==> src/rtl/mem_bus_arb_pkg.sv <==
// Shared types and default sizing for the two-master data-bus arbiter.
package mem_arb_pkg;

    localparam int ARB_AW       = 16;
    localparam int ARB_DW       = 32;
    localparam int ARB_RD_LAT   = 1;
    localparam int ARB_MAX_HOLD = 16;

    typedef enum logic [1:0] {
        IDLE = 2'd0,
        OWN0 = 2'd1,
        OWN1 = 2'd2
    } arb_state_e;

    // 0 = CPU (m0), 1 = accelerator (m1)
    typedef logic mst_id_t;

endpackage

==> src/rtl/mem_bus_arb_if.sv <==
// One master's view of the memory-mapped data bus.
// The master drives the request side; the arbiter answers with grant and read return.
interface mem_bus_arb_if import mem_arb_pkg::*; #(
    parameter int AW = ARB_AW,
    parameter int DW = ARB_DW
);
    logic          req;
    logic          we;
    logic [AW-1:0] addr;
    logic [DW-1:0] wdata;
    logic          lock;
    logic          gnt;
    logic          rvalid;
    logic [DW-1:0] rdata;

    modport master (
        output req, we, addr, wdata, lock,
        input  gnt, rvalid, rdata
    );

    modport slave (
        input  req, we, addr, wdata, lock,
        output gnt, rvalid, rdata
    );
endinterface

==> src/rtl/mem_bus_arb_rd_tag_pipe.sv <==
// Read-tag delay line: carries {valid, master id} alongside the slave's read latency
// so returning data can be steered to whoever issued the read.
module rd_tag_pipe import mem_arb_pkg::*; #(
    parameter int RD_LAT = ARB_RD_LAT
) (
    input  logic    clk,
    input  logic    rst,
    input  logic    i_push,
    input  mst_id_t i_id,
    output logic    o_vld,
    output mst_id_t o_id
);
    logic [RD_LAT-1:0] r_vld;
    logic [RD_LAT-1:0] r_id;

    // Valid bits shift every cycle; reset flushes every in-flight tag
    always_ff @(posedge clk) begin
        if (rst) begin
            r_vld <= '0;
        end else begin
            r_vld[0] <= i_push;
            for (int i = 1; i < RD_LAT; i++) begin
                r_vld[i] <= r_vld[i-1];
            end
        end
    end

    // Ids only matter when their valid is set, so they shift without reset
    always_ff @(posedge clk) begin
        r_id[0] <= i_id;
        for (int i = 1; i < RD_LAT; i++) begin
            r_id[i] <= r_id[i-1];
        end
    end

    assign o_vld = r_vld[RD_LAT-1];
    assign o_id  = r_id[RD_LAT-1];

endmodule

==> src/rtl/mem_bus_arb.sv <==
// Two-master round-robin arbiter for the CPU data bus with bounded hold and lock.
// Read data returns to the issuing master RD_LAT+1 cycles after the slave strobe.
module mem_bus_arb import mem_arb_pkg::*; #(
    parameter int AW       = ARB_AW,
    parameter int DW       = ARB_DW,
    parameter int RD_LAT   = ARB_RD_LAT,
    parameter int MAX_HOLD = ARB_MAX_HOLD
) (
    input  logic          clk,
    input  logic          rst,
    mem_bus_arb_if.slave  m0,
    mem_bus_arb_if.slave  m1,
    output logic [AW-1:0] s_addr,
    output logic          s_re,
    output logic          s_we,
    output logic [DW-1:0] s_wdata,
    input  logic [DW-1:0] s_rdata
);
    localparam int HW = $clog2(MAX_HOLD + 1);

    arb_state_e    r_state;
    mst_id_t       r_prio;
    logic [HW-1:0] r_hold;
    logic [HW-1:0] w_hold_inc;
    logic          w_hold_done;
    logic          w_gnt0;
    logic          w_gnt1;
    logic          w_tag_vld;
    mst_id_t       w_tag_id;
    logic          r_rvalid0;
    logic          r_rvalid1;
    logic [DW-1:0] r_rdata;

    // Counter saturates so a long lock cannot wrap it back below the limit
    assign w_hold_inc  = (r_hold == HW'(MAX_HOLD)) ? r_hold : r_hold + 1'b1;
    // True when the grant in this cycle is the owner's MAX_HOLD-th
    assign w_hold_done = (r_hold >= HW'(MAX_HOLD - 1));

    // Owner is granted on its own request; an idle owner hands the slot over at once
    always_comb begin
        w_gnt0 = 1'b0;
        w_gnt1 = 1'b0;
        case (r_state)
            OWN0: begin
                w_gnt0 = m0.req;
                w_gnt1 = ~m0.req & m1.req;
            end
            OWN1: begin
                w_gnt1 = m1.req;
                w_gnt0 = ~m1.req & m0.req;
            end
            default: ;
        endcase
    end

    // Route the granted master onto the slave bus; quiet bus otherwise
    always_comb begin
        s_addr  = '0;
        s_wdata = '0;
        s_re    = 1'b0;
        s_we    = 1'b0;
        if (w_gnt0) begin
            s_addr  = m0.addr;
            s_wdata = m0.wdata;
            s_re    = ~m0.we;
            s_we    = m0.we;
        end else if (w_gnt1) begin
            s_addr  = m1.addr;
            s_wdata = m1.wdata;
            s_re    = ~m1.we;
            s_we    = m1.we;
        end
    end

    // Ownership FSM with round-robin pointer and hold counter.
    // A handoff cycle already grants the new owner, so its count starts at 1.
    always_ff @(posedge clk) begin
        if (rst) begin
            r_state <= IDLE;
            r_prio  <= 1'b0;
            r_hold  <= '0;
        end else begin
            case (r_state)
                IDLE: begin
                    r_hold <= '0;
                    if (m0.req && (!m1.req || r_prio == 1'b0)) begin
                        r_state <= OWN0;
                        r_prio  <= 1'b1;
                    end else if (m1.req) begin
                        r_state <= OWN1;
                        r_prio  <= 1'b0;
                    end
                end
                OWN0: begin
                    if (!m0.req) begin
                        if (m1.req) begin
                            r_state <= OWN1;
                            r_prio  <= 1'b0;
                            r_hold  <= HW'(1);
                        end else begin
                            r_state <= IDLE;
                            r_hold  <= '0;
                        end
                    end else if (w_hold_done && m1.req && !m0.lock) begin
                        r_state <= OWN1;
                        r_prio  <= 1'b0;
                        r_hold  <= '0;
                    end else begin
                        r_hold <= w_hold_inc;
                    end
                end
                OWN1: begin
                    if (!m1.req) begin
                        if (m0.req) begin
                            r_state <= OWN0;
                            r_prio  <= 1'b1;
                            r_hold  <= HW'(1);
                        end else begin
                            r_state <= IDLE;
                            r_hold  <= '0;
                        end
                    end else if (w_hold_done && m0.req && !m1.lock) begin
                        r_state <= OWN0;
                        r_prio  <= 1'b1;
                        r_hold  <= '0;
                    end else begin
                        r_hold <= w_hold_inc;
                    end
                end
                default: begin
                    r_state <= IDLE;
                    r_hold  <= '0;
                end
            endcase
        end
    end

    rd_tag_pipe #(.RD_LAT(RD_LAT)) u_tag_pipe (
        .clk    (clk),
        .rst    (rst),
        .i_push (s_re),
        .i_id   (w_gnt1),
        .o_vld  (w_tag_vld),
        .o_id   (w_tag_id)
    );

    // Return stage: capture slave data and steer the valid to the tagged master
    always_ff @(posedge clk) begin
        if (rst) begin
            r_rvalid0 <= 1'b0;
            r_rvalid1 <= 1'b0;
            r_rdata   <= '0;
        end else begin
            r_rvalid0 <= w_tag_vld & (w_tag_id == 1'b0);
            r_rvalid1 <= w_tag_vld & (w_tag_id == 1'b1);
            if (w_tag_vld) begin
                r_rdata <= s_rdata;
            end
        end
    end

    assign m0.gnt    = w_gnt0;
    assign m1.gnt    = w_gnt1;
    assign m0.rvalid = r_rvalid0;
    assign m1.rvalid = r_rvalid1;
    assign m0.rdata  = r_rdata;
    assign m1.rdata  = r_rdata;

endmodule

==> src/flat_wrapper.sv <==
// flat-port wrapper written by rule: the top's interface ports become plain ports
module mem_bus_arb_flat import mem_arb_pkg::*;
#(
    parameter int AW       = ARB_AW,
    parameter int DW       = ARB_DW,
    parameter int RD_LAT   = ARB_RD_LAT,
    parameter int MAX_HOLD = ARB_MAX_HOLD
)
  (clk, rst, s_addr, s_re, s_we, s_wdata, s_rdata, m0_req, m0_we, m0_addr, m0_wdata, m0_lock, m0_gnt, m0_rvalid, m0_rdata, m1_req, m1_we, m1_addr, m1_wdata, m1_lock, m1_gnt, m1_rvalid, m1_rdata);
  mem_bus_arb_if #(.AW(AW), .DW(DW)) m0_i ();
  mem_bus_arb_if #(.AW(AW), .DW(DW)) m1_i ();
  input  logic clk;
  input  logic rst;
  output logic [AW-1:0] s_addr;
  output logic s_re;
  output logic s_we;
  output logic [DW-1:0] s_wdata;
  input  logic [DW-1:0] s_rdata;
  input wire logic [$bits(m0_i.req)-1:0] m0_req;
  input wire logic [$bits(m0_i.we)-1:0] m0_we;
  input wire logic [$bits(m0_i.addr)-1:0] m0_addr;
  input wire logic [$bits(m0_i.wdata)-1:0] m0_wdata;
  input wire logic [$bits(m0_i.lock)-1:0] m0_lock;
  output wire logic [$bits(m0_i.gnt)-1:0] m0_gnt;
  output wire logic [$bits(m0_i.rvalid)-1:0] m0_rvalid;
  output wire logic [$bits(m0_i.rdata)-1:0] m0_rdata;
  input wire logic [$bits(m1_i.req)-1:0] m1_req;
  input wire logic [$bits(m1_i.we)-1:0] m1_we;
  input wire logic [$bits(m1_i.addr)-1:0] m1_addr;
  input wire logic [$bits(m1_i.wdata)-1:0] m1_wdata;
  input wire logic [$bits(m1_i.lock)-1:0] m1_lock;
  output wire logic [$bits(m1_i.gnt)-1:0] m1_gnt;
  output wire logic [$bits(m1_i.rvalid)-1:0] m1_rvalid;
  output wire logic [$bits(m1_i.rdata)-1:0] m1_rdata;
  assign m0_i.req = m0_req;
  assign m0_i.we = m0_we;
  assign m0_i.addr = m0_addr;
  assign m0_i.wdata = m0_wdata;
  assign m0_i.lock = m0_lock;
  assign m0_gnt = m0_i.gnt;
  assign m0_rvalid = m0_i.rvalid;
  assign m0_rdata = m0_i.rdata;
  assign m1_i.req = m1_req;
  assign m1_i.we = m1_we;
  assign m1_i.addr = m1_addr;
  assign m1_i.wdata = m1_wdata;
  assign m1_i.lock = m1_lock;
  assign m1_gnt = m1_i.gnt;
  assign m1_rvalid = m1_i.rvalid;
  assign m1_rdata = m1_i.rdata;
  mem_bus_arb #(.AW(AW), .DW(DW), .RD_LAT(RD_LAT), .MAX_HOLD(MAX_HOLD)) u_core (.clk(clk), .rst(rst), .m0(m0_i), .m1(m1_i), .s_addr(s_addr), .s_re(s_re), .s_we(s_we), .s_wdata(s_wdata), .s_rdata(s_rdata));
endmodule
==> config.mk <==
export PLATFORM = sky130hd
export DESIGN_NAME = mem_bus_arb_flat
export DESIGN_NICKNAME = d
export VERILOG_FILES = /design/src/rtl/mem_bus_arb_pkg.sv /design/src/rtl/mem_bus_arb_if.sv /design/src/rtl/mem_bus_arb_rd_tag_pipe.sv /design/src/rtl/mem_bus_arb.sv /design/src/flat_wrapper.sv
export SDC_FILE = /design/constraint.sdc
export NUM_CORES = 1
export LEC_CHECK = 0
export ABC_CLOCK_PERIOD_IN_PS = 2500
export BUFFER_PORTS_ARGS = -buffer_cell sky130_fd_sc_hd__buf_2
export CORE_AREA = 2 2 99 101
export DETAILED_ROUTE_END_ITERATION = 16
export DIE_AREA = 0 0 101 103
export HOLD_SLACK_MARGIN = 0.1
export PLACE_DENSITY = 0.74
export SLEW_MARGIN = 20
export SYNTH_ARGS = -nofsm -noshare
export SYNTH_HDL_FRONTEND = slang
export SYNTH_HIERARCHICAL = 1
export SYNTH_SLANG_ARGS = --single-unit
==> constraint.sdc <==
create_clock -name clk -period 2.5 [get_ports clk]
set_clock_uncertainty 0.1 [all_clocks]
set_input_delay 0.5 -clock clk [delete_from_list [all_inputs] [get_ports clk]]
set_output_delay 0.5 -clock clk [all_outputs]
set_load 0.05 [all_outputs]
==> results of run 1 <==
[power breakdown]
group / internal [mW] / switching, mW
logic: 1.19 / 1.42
clock network: 0.301 / 0.241
registers: 0.764 / 0.0667
total: 2.25 / 1.73
[metrics by stage]
step / hold slack, ns / std cells / setup TNS [ns] / power, mW / area [um^2]
after floorplan: 0.290 / 293 / 0 / 2.43 / 3220
after global placement: 0.301 / 618 / 0 / 2.81 / 4380
after detailed placement: 0.308 / 618 / -0.163 / 2.84 / 4380
after CTS: 0.318 / 637 / -6.83 / 3.84 / 5030
after global routing: 0.342 / 646 / -9.48 / 4.14 / 5230
final: 0.315 / 647 / -7.04 / 3.98 / 5230
[worst max-delay path by stage]
stage                             to  cells after the start  slack, ns
after global placement    s_wdata[0]                      8       0.05
after floorplan                 s_re                      9     0.0004
after global routing            s_re                      9      -0.24
final                           s_re                      9      -0.19
after detailed placement   s_addr[4]                      8      -0.02
after CTS                       s_re                      9      -0.18
[state kept, by name, indices dropped and copies added, names as in the netlist]
register	count
u_core/m0.rvalid	1
u_core/r_hold	5
u_core/m1.rvalid	1
u_core/u_tag_pipe/o_vld	1
u_core/m0.rdata	32
u_core/r_state	2
u_core/u_tag_pipe/o_id	1
u_core/r_prio	1
[kinds of logic after synthesis]
family / Yosys count / synth area share
flops: 44 / 0.327
buf+inv: 65 / 0.141
xor+xnor: 2 / 0.00651
fa+ha+maj: 8 / 0.0372
mux: 34 / 0.127
compound gates: 71 / 0.230
simple gates: 69 / 0.131
[metal layers]
layer | global-route usage | routed length [um]
met1 | 0.191 | 3990
met2 | 0.366 | 5910
met3 | 0.0468 | 850
met4 | 0.0696 | 255
met5 | 0 | 15
[layout by cell type, fill, tap and decap left out, types with 2 or more instances in the layout]
cell type / netlist / routed
buf_2: 12 / 203
a22o_4: 0 / 50
nor2_1: 41 / 41
dfxtp_1: 44 / 41
mux2i_1: 33 / 33
buf_8: 0 / 31
buf_4: 32 / 26
buf_6: 0 / 17
inv_1: 9 / 7
clkbuf_8: 0 / 5
ha_1: 8 / 5
buf_12: 0 / 4
nor2b_4: 1 / 4
nand2_1: 4 / 4
a21oi_1: 4 / 4
nor2b_1: 7 / 4
buf_16: 0 / 3
clkbuf_16: 0 / 3
nand3b_1: 3 / 3
ha_4: 0 / 3
o211a_4: 0 / 2
a221oi_1: 2 / 2
or4_1: 2 / 2
a21o_1: 2 / 2
o21ai_0: 2 / 2
dfxtp_2: 0 / 2
[area by class of cell]
| class | instances | area, um^2 |
|---|---|---|
| Antenna cell | 1 | 2.50 |
| Clock buffer | 5 | 68.8 |
| Clock inverter | 3 | 46.3 |
| Fill cell | 791 | 4230 |
| Inverter | 9 | 36.3 |
| Multi-Input combinational cell | 184 | 1940 |
| Sequential cell | 44 | 887 |
| Tap cell | 114 | 143 |
| Timing Repair Buffer | 287 | 2110 |
[repair_timing]
item / in CTS / in global routing
endpoints found under the hold margin: 0 / 0
hold buffers: 0 / 0
setup endpoints to repair: 51 / 50
cloned: 2 / 6
pin swaps: 5 / 9
gates resized for setup: 123 / 17
setup buffers: 10 / 4
==> results.yml, run 1 <==
placed_design:
  pre_cts_slack_ns: -0.0185
  dpl.hpwl_um: 7960
  port_buffers: 253
  gp_congestion: 0.831
timing:
  clock.fmax_mhz: 372
  fin_ws_ns: -0.191
  rsz0062_at_grt: "true"
  post-route-period-util: 1.08
  hold_viol: 0
  slew_violations: 0
  final-setup-viol-count: 50
  tightestPinTransition_ns: 0.437
  period_needed_ns: 2.69
  relSlewSlack: 0.708
global_routing:
  grt_start_max_net_pins: 42
  grt_pass1_vias: 3046
  antenna_found_initial: 1
  grt_pass1_wl_um: 15100
  gr-usage-all-layers: 0.187
  grt_overflow: 0
synthesis:
  ys_seq_area_frac: 0.327
  syn_inst: 293
  synth_common_cells: "50 x a22o_1, 44 x dfxtp_1, 41 x nor2_1, 33 x mux2i_1, 32 x buf_4"
  ys_warn_count: 6
  ys_types: 43
  synthTopCellsByArea: "dfxtp_1 33%, a22o_1 16%, mux2i_1 12%"
  netlist_area_um2: 2690
  ys_ff_latch: 44
  synth_top_area_cell: "dfxtp_1"
  synthesis.nets: 437
  avgSynthCellArea_um2: 9.18
  ys.flop_type: "dfxtp_1"
  async_flop_share: 0
  synth_edf_count: 0
  synthMostInstantiatedCell: "a22o_1"
  synth_top_cell_area_share: 0.327
final_layout:
  nNetsFinal: 675
  syn2layout_area_growth_pct: 94.5
  drive_above_1_share: 0.686
  fin_util: 0.553
cts:
  insertion_delay_ns: 0.29
  clock-sinks: 44
  cts_tree: "built"
  root_buffer: "clkbuf_8"
  cts.clk_slew.worst_paths_ns: 0.09
  cts_buffer_depth: 2
  htreeDepth: 2
  cts_buffers: 5
worst_setup_path:
  timing.rr.start: "u_core/r_hold[0]$_SDFF_PP0_"
  cp.required_ns: 1.90
  start_kind: "flip-flop"
  r2r-end: "u_core/r_hold[0]$_SDFF_PP0_"
  critPathTopFamily: "buffers and inverters"
  reg2reg_depth: 6
  crit_start: "u_core/r_state[1]$_SDFFE_PP0P_"
  worst_setup_path_end_kind: "output pin"
  cp_num_buf_inv: 4
  cp.arrival_ns: 2.09
  slowest_stage: "dfxtp_2"
  rrSetupSlack_ns: 0.29
  path_common_cell: "buf_12"
  max_stage_delay_ns: 0.38
  path_class: "flip-flop to output pin"
  crit_fanout: 7
  path_cells: "inv_2 > ha_4 > nor2b_4 > o211a_4 > nor2b_4 > buf_12 > buf_12 > a22o_4 > buf_12"
run:
  drv_cap: 0
hold_path:
  holdCritStartpoint: "u_core/u_tag_pipe/o_id$_DFF_P_"
  worst_hold_path_type: "flip-flop to flip-flop"
  hold_depth: 1
  whs_endpoint: "u_core/m0.rvalid$_SDFF_PP0_"
power_and_ir_drop:
  power_density_nw_per_um2: 761
  vdd_drop_max_v: 0.000493
  p_leak_nw: 2.71
die:
  core_um2: 9460
  pin_count: 254
  die-height_um: 103
  die_area_um2: 10400
  start_util: 0.284
  die_w_um: 101
  num_rows: 36
run_status:
  outcome: "finished with violations"
  violations: "negative setup slack"
detailed_routing:
  dr.pass1.iters: 4
  routed_wl_um: 11000
  route.detailed.drc: 0
  ant_nets: 0
  drt_iter0_drc: 96
  wl_per_cell_um: 17.0
  viasPerCell: 4.89
  vias: 3161
Power figures use the tool's default switching activity.
==> run 2: changes to the inputs <==
- SKIP_LAST_GASP: unset -> 1
==> results.yml, run 2 (synthesized netlist as in run 1, its figures left out) <==
timing:
  hold_viol: 0
  rsz0062_at_grt: "true"
  slew_violations: 0
  tightestPinTransition_ns: 0.441
  hold_ws_ns: 0.315
  relSlewSlack: 0.705
  period_needed_ns: 2.68
  fin_ws_ns: -0.180
  final-setup-viol-count: 50
  post-route-period-util: 1.07
  clock.fmax_mhz: 373
final_layout:
  stdcell_count: 647
  final_common_cell: "buf_2"
  largest_reg_flops: 32
  nNetsFinal: 675
  syn2layout_area_growth_pct: 93.3
  multi_input_area_um2: 1940
  fin_util: 0.550
  nFillCells: 802
  seq_area_um2: 887
  mostFrequentLayoutCells: "203 x buf_2, 50 x a22o_4, 41 x nor2_1, 41 x dfxtp_1, 34 x buf_4"
  drive_above_1_share: 0.686
worst_setup_path:
  start_kind: "flip-flop"
  crit_fanout: 7
  path_class: "flip-flop to output pin"
  worst_setup_path_end_kind: "output pin"
  cp.required_ns: 1.90
  cp.arrival_ns: 2.08
global_routing:
  grt_overflow: 0
  grt_pass1_wl_um: 15100
  grt_pass1_vias: 3046
  antenna_found_initial: 1
  grt_start_max_net_pins: 42
  gr-usage-all-layers: 0.187
cts:
  cts_buffers: 5
  root_buffer: "clkbuf_8"
  clock-sinks: 44
  htreeDepth: 2
  insertion_delay_ns: 0.29
  cts_buffer_depth: 2
  cts.clk_slew.worst_paths_ns: 0.09
  cts_tree: "built"
die:
  start_util: 0.284
  die_area_um2: 10400
  pin_count: 254
  die-height_um: 103
  num_rows: 36
  die_w_um: 101
  core_um2: 9460
placed_design:
  gp_congestion: 0.831
  dp.cells: 618
  port_buffers: 253
  pre_cts_slack_ns: -0.0185
  dpl.hpwl_um: 7960
detailed_routing:
  wl_met1_um: 4010
  dr.pass1.iters: 4
  drt_iter0_drc: 82
  dr_wl_met3_um: 829
  routed_wl_um: 11000
  vias: 3153
  wl_per_cell_um: 16.9
  ant_nets: 0
  routed.top_layer: "met5"
  viasPerCell: 4.87
  route.detailed.drc: 0
  met2WireLength_um: 5870
run_status:
  outcome: "finished with violations"
  violations: "negative setup slack"
power_and_ir_drop:
  power_density_nw_per_um2: 761
  p_leak_nw: 2.70
  vdd_drop_max_v: 0.000486
hold_path:
  worst_hold_path_type: "flip-flop to flip-flop"
run:
  drv_cap: 0
run 2: cell counts in the layout (fill, tap and decap cells not counted):
No cell type changed its count.
run 2: path summary, 6_finish.rpt:
| kind | to | slack, ns | startpoint | cells past startpoint |
|---|---|---|---|---|
| worst max-delay path | s_re | -0.18 | u_core/r_state[1]$_SDFFE_PP0P_ | 9 |
| worst min-delay path | u_core/m0.rvalid$_SDFF_PP0_ | 0.31 | u_core/u_tag_pipe/o_id$_DFF_P_ | 1 |
| worst max register to register | u_core/r_hold[0]$_SDFF_PP0_ | 0.30 | u_core/r_hold[0]$_SDFF_PP0_ | 6 |
| worst min register to register | u_core/m0.rvalid$_SDFF_PP0_ | 0.31 | u_core/u_tag_pipe/o_id$_DFF_P_ | 1 |
run 2: what timing repair did:
item / in CTS / in global routing
setup endpoints to repair: 51 / 50
pin swaps: 5 / 9
hold buffers: 0 / 0
resized for setup: 122 / 9
setup buffers: 10 / 4
gates cloned: 2 / 6
run 2: worst max-delay path, cell delays in order (launching register included):
cell	delay, ns
dfxtp_2	0.37
inv_2	0.06
ha_4	0.16
nor2b_4	0.13
o211a_4	0.24
nor2b_4	0.14
buf_12	0.14
buf_12	0.14
a22o_4	0.25
buf_12	0.15
run 2: per-layer routing:
layer,up-vias,GRT usage
li1,1501,-
met1,1453,0.191
met2,179,0.366
met3,18,0.0468
met4,2,0.0696
met5,-,0
run 2: stage by stage:
stage	power (mW)	instance area, um^2	setup TNS, ns
2_1_floorplan	2.43	3220	0
6_report	3.96	5200	-6.69
3_5_place_dp	2.84	4380	-0.163
4_1_cts	3.84	5030	-6.84
3_3_place_gp	2.81	4380	0
5_1_grt	4.12	5200	-9.72
run 2: final cells by class:
cell class,instances,area share
Antenna cell,1,0.000481
Inverter,9,0.00698
Sequential cell,44,0.171
Clock buffer,5,0.0132
Clock inverter,3,0.00890
Multi-Input combinational cell,184,0.374
Timing Repair Buffer,287,0.399
Tap cell,114,0.0274
run 2: power breakdown:
| part | total (mW) | switching, mW | internal [mW] |
|---|---|---|---|
| Sequential | 0.830 | 0.0652 | 0.764 |
| Combinational | 2.58 | 1.41 | 1.17 |
| Clock | 0.543 | 0.242 | 0.301 |
| Total | 3.96 | 1.72 | 2.24 |
==> run 3: changes to the inputs <==
- CELL_PAD_IN_SITES_DETAIL_PLACEMENT: unset -> 1
- CELL_PAD_IN_SITES_GLOBAL_PLACEMENT: unset -> 2
- CORE_AREA: 2 2 99 101 -> unset
- CORE_UTILIZATION: unset -> 18
- DIE_AREA: 0 0 101 103 -> unset
- PLACE_DENSITY: 0.74 -> 0.88
==> results.yml, run 3 (synthesized netlist as in run 1, its figures left out) <==
run_status:
  outcome: "finished with violations"
  violations: "negative setup slack"
power_and_ir_drop:
  p_int_mw: 2.34
  vdd_drop_max_v: 0.000327
  combPwrFrac: 0.612
  seq_power_share: 0.206
  netSwitchingFraction: 0.423
  switchingPower_mw: 1.71
  power_density_nw_per_um2: 780
  clkPwrFrac: 0.182
  p_leak_nw: 2.67
global_routing:
  grt_overflow: 0
  gr-usage-all-layers: 0.154
  grt_pass1_wl_um: 18700
  antenna_found_initial: 2
  grt_start_max_net_pins: 36
  grt_pass1_vias: 3410
worst_setup_path:
  cp.arrival_ns: 2.03
  crit_fanout: 7
  timing.rr.start: "u_core/r_hold[0]$_SDFF_PP0_"
  cp.required_ns: 1.90
  r2r-end: "u_core/r_hold[0]$_SDFF_PP0_"
  critPathCapture: "s_addr[11]"
  rrSetupSlack_ns: 0.27
  start_kind: "flip-flop"
  reg2reg_depth: 6
  path_class: "flip-flop to output pin"
  crit_start: "u_core/r_state[0]$_SDFFE_PP0P_"
  worst_setup_path_end_kind: "output pin"
timing:
  tightestPinTransition_ns: 0.523
  hold_viol: 0
  rsz0062_at_grt: "true"
  post-route-period-util: 1.05
  fin_ws_ns: -0.126
  final-setup-viol-count: 50
  period_needed_ns: 2.63
  relSlewSlack: 0.652
  slew_violations: 0
  hold_ws_ns: 0.318
  clock.fmax_mhz: 381
detailed_routing:
  ant_nets: 0
  wl_met1_um: 4160
  viasPerCell: 4.43
  routed.top_layer: "met5"
  drt_iter0_drc: 56
  vias: 3147
  met2WireLength_um: 6300
  dr_wl_met3_um: 1270
  route.detailed.drc: 0
  dr.pass1.iters: 4
  routed_wl_um: 12100
  wl_per_cell_um: 17.0
die:
  core_um2: 14500
  die_w_um: 124
  die-height_um: 124
  start_util: 0.185
  pin_count: 254
  num_rows: 44
  die_area_um2: 15400
cts:
  insertion_delay_ns: 0.28
  ctsHoldBuffers: 0
  clock-sinks: 44
  root_buffer: "clkbuf_16"
  htreeDepth: 2
  cts_tree: "built"
  cts_buffers: 5
  cts_buffer_depth: 2
  cts.clk_slew.worst_paths_ns: 0.06
final_layout:
  diodes: 0
  final_common_cell: "buf_2"
  final_cell_area_um2: 5190
  largest_reg_flops: 32
  mostFrequentLayoutCells: "203 x buf_2, 50 x a22o_4, 41 x nor2_1, 41 x dfxtp_1, 36 x buf_4"
  syn2layout_area_growth_pct: 93.0
  nNetsFinal: 670
  drive_above_1_share: 0.681
placed_design:
  dpl.hpwl_um: 9580
  gp_congestion: 0.851
  post_dp_cell_area_um2: 4550
  port_buffers: 253
run:
  drv_cap: 0
hold_path:
  worst_hold_path_type: "flip-flop to flip-flop"
[run 3: worst min path at each step]
stage	start	end	slack [ns]	cells past startpoint
6_report	u_core/u_tag_pipe/o_id$_DFF_P_	u_core/m0.rvalid$_SDFF_PP0_	0.32	1
5_1_grt	u_core/u_tag_pipe/o_id$_DFF_P_	u_core/m0.rvalid$_SDFF_PP0_	0.33	1
4_1_cts	u_core/u_tag_pipe/o_id$_DFF_P_	u_core/m0.rvalid$_SDFF_PP0_	0.32	1
3_5_place_dp	u_core/u_tag_pipe/o_id$_DFF_P_	u_core/m0.rvalid$_SDFF_PP0_	0.30	1
3_3_place_gp	u_core/u_tag_pipe/o_id$_DFF_P_	u_core/m0.rvalid$_SDFF_PP0_	0.30	1
2_1_floorplan	u_core/u_tag_pipe/o_id$_DFF_P_	u_core/m0.rvalid$_SDFF_PP0_	0.29	1
[run 3: layout make-up]
type                            count  area (um^2)
Multi-Input combinational cell    184         1940
Clock inverter                      2         35.0
Inverter                            9         38.8
Tap cell                          184          230
Sequential cell                    44          890
Fill cell                        1662         9340
Clock buffer                        6          129
Timing Repair Buffer              282         1930
[run 3: timing repair]
item                                   CTS  global route
pin swaps                                8             4
setup endpoints to repair               50            50
resized for setup                      102             3
gates cloned                             3             0
endpoints found under the hold margin    0             0
setup buffers                            6             2
[run 3: layer usage]
layer  up-vias  track usage
met3        22       0.0576
met2       188        0.293
li1       1480            -
met1      1453        0.148
met5         -            0
met4         4       0.0567
[run 3: power groups by stage]
stage               Combinational, mW  Sequential, mW  Clock [mW]
floorplan                        1.52           0.906           0
global placement                 2.08           0.823           0
detailed placement               2.13           0.826           0
CTS                              2.46           0.832       0.783
global route                     2.60           0.845       0.807
finish                           2.48           0.835       0.735
[run 3: through the flow]
step	std cells	setup slack (ns)	TNS [ns]	power (mW)	utilization
floorplan	293	0.000447	0	2.43	-
global placement	692	0.0346	0	2.91	0.313
detailed placement	692	-0.00996	-0.0482	2.95	0.313
CTS	709	-0.140	-5.73	4.07	0.355
global route	711	-0.188	-7.93	4.25	0.357
finish	711	-0.126	-4.69	4.05	0.357
[run 3: critical path: stages, from the launching register on]
cell and delay [ns]:
dfxtp_4 0.38, inv_4 0.06, ha_4 0.16, buf_6 0.11, o211a_4 0.24, nor2b_4 0.14
buf_6 0.13, buf_12 0.14, a22o_4 0.23, buf_8 0.15
